--- src/rtl/shift_add_ctrl.sv ---
// shift_add_ctrl: sequential shift-and-add unsigned multiplier controller/datapath.
// Wraps an external partial-product mux: pp_sel selects mcand (in1) or zero (in2),
// and the mux output returns on pp. A product is produced every WL iterations.
//
// Ports:
//   clk      - clock, rising edge
//   rst_n    - asynchronous active-low reset
//   start    - multiply request, sampled only in IDLE
//   a, b     - multiplicand / multiplier (WL bits, unsigned), captured on accept
//   pp       - partial product returned from the external mux
//   pp_sel   - mux select, multiplier register bit 0
//   mcand    - registered multiplicand, drives mux in1
//   busy     - high in RUN and DONE
//   done     - one-cycle pulse, product valid in that cycle
//   product  - last completed result (2*WL bits), held until next completion
module shift_add_ctrl #(
  parameter int unsigned WL = 4
) (
  input  logic              clk,
  input  logic              rst_n,
  input  logic              start,
  input  logic [WL-1:0]     a,
  input  logic [WL-1:0]     b,
  input  logic [WL-1:0]     pp,
  output logic              pp_sel,
  output logic [WL-1:0]     mcand,
  output logic              busy,
  output logic              done,
  output logic [2*WL-1:0]   product
);

  localparam int unsigned PW = 2 * WL;
  localparam int unsigned AW = 2 * WL + 1;
  localparam int unsigned CW = $clog2(WL) + 1;

  typedef enum logic [1:0] {
    IDLE = 2'd0,
    RUN  = 2'd1,
    DONE = 2'd2
  } state_t;

  state_t            state, state_d;
  logic [AW-1:0]     acc, acc_d;
  logic [CW-1:0]     cnt, cnt_d;
  logic [WL-1:0]     mcand_d;
  logic [PW-1:0]     product_d;
  logic              busy_d, done_d;
  logic [WL:0]       sum;
  logic              last_iter;

  // Multiplier LSB lives at acc[0] and is shifted out one bit per iteration.
  assign pp_sel    = acc[0];
  assign last_iter = (cnt == CW'(WL - 1));

  // Next-state and datapath update.
  always_comb begin
    state_d   = state;
    acc_d     = acc;
    cnt_d     = cnt;
    mcand_d   = mcand;
    product_d = product;
    sum       = {1'b0, acc[PW-1:WL]} + {1'b0, pp};

    case (state)
      IDLE: begin
        if (start) begin
          state_d = RUN;
          mcand_d = a;
          acc_d   = {{(WL + 1){1'b0}}, b};
          cnt_d   = '0;
        end
      end
      RUN: begin
        // {0, sum, lo} >> 1 : carry lands in hi MSB, consumed multiplier bit drops out.
        acc_d = {1'b0, sum, acc[WL-1:1]};
        cnt_d = cnt + CW'(1);
        if (last_iter) begin
          state_d   = DONE;
          product_d = acc_d[PW-1:0];
        end
      end
      DONE: begin
        state_d = IDLE;
      end
      default: begin
        state_d = IDLE;
      end
    endcase

    busy_d = (state_d != IDLE);
    done_d = (state_d == DONE);
  end

  // State and datapath registers.
  always_ff @(posedge clk or negedge rst_n) begin
    if (!rst_n) begin
      state   <= IDLE;
      acc     <= '0;
      cnt     <= '0;
      mcand   <= '0;
      product <= '0;
      busy    <= 1'b0;
      done    <= 1'b0;
    end else begin
      state   <= state_d;
      acc     <= acc_d;
      cnt     <= cnt_d;
      mcand   <= mcand_d;
      product <= product_d;
      busy    <= busy_d;
      done    <= done_d;
    end
  end

endmodule

--- config.mk ---
export PLATFORM = sky130hd
export DESIGN_NAME = shift_add_ctrl
export DESIGN_NICKNAME = d
export VERILOG_FILES = /design/src/rtl/shift_add_ctrl.sv
export SDC_FILE = /design/constraint.sdc
export NUM_CORES = 1
export LEC_CHECK = 0
export CAP_MARGIN = 30
export CORE_MARGIN = 8
export CORE_UTILIZATION = 45
export CTS_BUF_LIST = sky130_fd_sc_hd__clkbuf_4 sky130_fd_sc_hd__clkbuf_8
export DETAILED_ROUTE_END_ITERATION = 10
export GPL_TIMING_DRIVEN = 0
export PLACE_DENSITY = 0.83
export SYNTH_ARGS = -nofsm -noshare
export SYNTH_HDL_FRONTEND = slang
export SYNTH_SLANG_ARGS = --single-unit
--- constraint.sdc ---
create_clock -name clk -period 4.3 [get_ports clk]
set_clock_uncertainty 0.05 [all_clocks]
set_input_delay 0.43 -clock clk [delete_from_list [all_inputs] [get_ports clk]]
set_output_delay 0.43 -clock clk [all_outputs]
set_load 0.05 [all_outputs]
==> flow_summary.ini, run 1 <==
[sta]
fmax_mhz = 495
setup_violations = 0
slew_headroom_pct = 65.2
min_period_over_period_pct = 47.0
hold_violations = 0
layout_min_cycle_time_ns = 2.02
final_max_slew_viol_count = 0
setup_slack_ns = 2.28
fin_tns_setup_ns = 0
rsz0062_at_grt = false
worstMarginPinSlew_ns = 0.521

[floorplanning]
die_h_um = 68.1
die_w_um = 68.1
rows = 19
start_util_pct = 45.9
fp.dieArea_sq_um = 4640
io_pins = 30
core_area_sq_um = 2660

[power]
seqPwrFrac_pct = 33.5
vdd_ir_drop_max_mv = 0.454
p_leak_nw = 0.766
p_clk_share_pct = 8.9
powerDensity_nw_per_um2 = 817
p_comb_share_pct = 57.6
switching_share_pct = 45.7
p_sw_w = 0.000601
p_int_w = 0.000713

[setup_path]
critical_path.top_delay_family = buffers and inverters
path_cells = clkdlybuf4s50_1
start_kind = flop
end_kind = output pin
slowest_delay_ns = 0.81
cp.required_ns = 3.82
path_max_fanout = 3
slowest_stage = clkdlybuf4s50_1
arrival_ns = 1.54
path_class = flop to output pin
crit_buf_inv = 1

[clocking]
clkTransAtPathRegs_ns = 0.14
cts_root_buf = clkbuf_4
post_cts_buffers = 0
cts_max_path_buffers = 2
cts_tree = yes
cts_made_buffers = 3
htreeDepth = 1
clk_latency_ns = 0.33
postCtsResizedCells = 0
clkSinkCount = 27
ctsHoldBuffers = 0

[global_routing]
first_global_vias = 982
grt_max_degree = 22
grt_overflow = 0
gr-usage-all-layers_pct = 12.3
antenna_found_initial = 0
grt_pass1_wl_um = 4410

[placement]
dp.cells = 169
io_buffers = 29
dp_hpwl_um = 2110
place.gp.congestion = 0.765
dp_slack_ns = 2.24

[yosys]
yosys_warnings = 0
synth_cell_types = 26
seq_area_frac_synth_pct = 55.3
synthesis.nets = 130
syn_inst = 108
syn-cell-area_sq_um = 1220
ys_seq_elements = 27
syn_avg_cell_area_sq_um = 11.3

[drt]
ant_nets = 0
drt_iter0_markers = 10
routed_wl_um = 2680
firstDrtPassIters = 4
post_drt_wl_per_cell_um = 15.5
via_per_inst = 5.27
drc = 0
vias = 912

[finish]
final_cells = 173
area_growth_pct = 31.6
regArea_sq_um = 676
multiInputGateArea_sq_um = 498
num_antenna_cells = 0
post-route-util_pct = 60.4
drive_above_1_share_pct = 13.4
layout.nets = 165
fillers = 232

[run_status]
outcome = completed

[worst_hold_path]
hp-class = input pin to asynchronous set/reset pin

[run]
maxCapViolations = 0
==> state kept, by name, indices dropped and copies added, names as in the netlist <==
register / count
cnt: 3
acc: 8
mcand: 4
done: 1
product: 8
state: 2
busy: 1
==> cells by family (layout without fill, tap and decap cells) <==
logic type,Yosys count,count (layout),share of synthesized area [%]
adder cells (fa/ha/maj),7,7,7.78
AO/OA/AOI/OAI,28,28,14.1
XOR/XNOR,2,2,1.43
multiplexers,5,5,5.83
AND/OR/NAND/NOR,28,28,11.6
buffers and inverters,11,45,3.99
flip-flops,27,27,55.3
==> worst register-to-register path, cell delays in order (launching register included) <==
cell and delay, ns:
dfrtp_1 0.42, ha_1 0.22, inv_1 0.08, fa_1 0.20
inv_1 0.05, a21o_1 0.16, a21oi_1 0.19, o21ai_0 0.11
==> through the flow <==
| step | total power, W | hold WS, ns | instance area, sq um |
|---|---|---|---|
| global route | 0.00139 | 0.337 | 1610 |
| finish | 0.00131 | 0.323 | 1610 |
| detailed placement | 0.00121 | 0.428 | 1580 |
| global placement | 0.00117 | 0.408 | 1550 |
| CTS | 0.00133 | 0.326 | 1610 |
| floorplan | 0.000962 | 0.0844 | 1220 |
==> worst paths after layout <==
path,cells after the start,from,slack (ns),end
worst max-delay path,1,acc[0]$_DFFE_PN0P_,2.28,pp_sel
worst min-delay path,1,rst_n,0.32,acc[7]$_DFFE_PN0P_
worst max register to register,7,acc[4]$_DFFE_PN0P_,2.72,acc[7]$_DFFE_PN0P_
worst min register to register,2,product[3]$_DFFE_PN0P_,0.45,product[3]$_DFFE_PN0P_
max in group asynchronous,2,rst_n,3.45,acc[0]$_DFFE_PN0P_
min in group clk,2,product[3]$_DFFE_PN0P_,0.45,product[3]$_DFFE_PN0P_
==> cell type report <==
cell class,instances,share of cell area [%]
Sequential cell,27,42.0
Multi-Input combinational cell,70,30.9
Timing Repair Buffer,30,19.8
Tap cell,31,2.41
Inverter,8,1.94
Clock buffer,4,1.87
Buffer,3,1.09
==> synthesized netlist by cell type <==
library cell / count / area share [%]
nor2b_1: 5 / 2.6
or2_4: 1 / 0.72
xor2_1: 1 / 0.72
dfrtp_1: 27 / 55
nand2b_1: 1 / 0.51
o21ai_1: 2 / 0.82
xnor2_1: 1 / 0.72
buf_4: 1 / 0.61
buf_2: 2 / 0.82
o22ai_1: 2 / 1.0
a21oi_1: 7 / 2.9
inv_1: 7 / 2.1
a22o_2: 1 / 0.82
mux2_2: 1 / 0.92
mux2_4: 4 / 4.9
o21ai_0: 8 / 3.3
clkinv_2: 1 / 0.41
a21o_1: 2 / 1.2
ha_1: 6 / 6.1
nor2b_4: 1 / 1.1
a22o_1: 1 / 0.72
a22oi_1: 4 / 2.5
and2b_4: 1 / 0.82
nand2_1: 19 / 5.8
fa_1: 1 / 1.6
o21bai_2: 1 / 0.92
==> power groups by stage <==
| stage | Combinational, W | Sequential (W) | Clock [W] |
|---|---|---|---|
| after floorplan | 0.000303 | 0.000658 | 0 |
| after global placement | 0.000731 | 0.000436 | 0 |
| after detailed placement | 0.000760 | 0.000448 | 0 |
| after CTS | 0.000765 | 0.000441 | 0.000119 |
| after global routing | 0.000814 | 0.000454 | 0.000126 |
| final | 0.000756 | 0.000440 | 0.000117 |
==> routing by layer <==
metal  up-vias  GRT usage [%]  wire length, um
met3         2           2.78              145
met4         0           4.35               33
met1       458           13.5             1110
met2        22           22.5             1390
li1        430              -                -
met5         -              0                0
==> cells in the final DEF, fill, tap and decap left out, drive strengths merged, types with 2 or more instances in the layout <==
cell and count:
inv 7, a22oi 4, mux2 5, o22ai 2
a21oi 7, clkbuf 4, buf 4, nand2 19
o21ai 10, a22o 2, ha 6, dfrtp 27
nor2b 6, a21o 2, clkdlybuf4s50 29
Power figures use the tool's default switching activity.
==> inputs of run 2 (changes only) <==
Clock period 4.3 ns to 2 ns, I/O delays scaled along.
==> results of run 2 <==
Same layout as run 1 (identical final DEF). Status: completed.
Main changes from that run: setup slack after placement 2.24 ns -> 0.172 ns; setup slack after layout 2.28 ns -> 0.209 ns; hold slack 0.323 ns -> 0.0931 ns; register-to-register setup slack 2.72 ns -> 0.42 ns; total power 0.00131 W -> 0.00283 W; worst IR drop on VDD 0.454 mV -> 0.976 mV
==> inputs of run 3 (changes only) <==
Settings changed: CAP_MARGIN 30 to 20.
==> results of run 3 <==
Same layout as run 1 (identical final DEF). Status: completed.
Main changes from that run: setup slack after placement 2.24 ns -> 0.172 ns; setup slack after layout 2.28 ns -> 0.209 ns; hold slack 0.323 ns -> 0.0931 ns; register-to-register setup slack 2.72 ns -> 0.42 ns; total power 0.00131 W -> 0.00283 W; worst IR drop on VDD 0.454 mV -> 0.976 mV
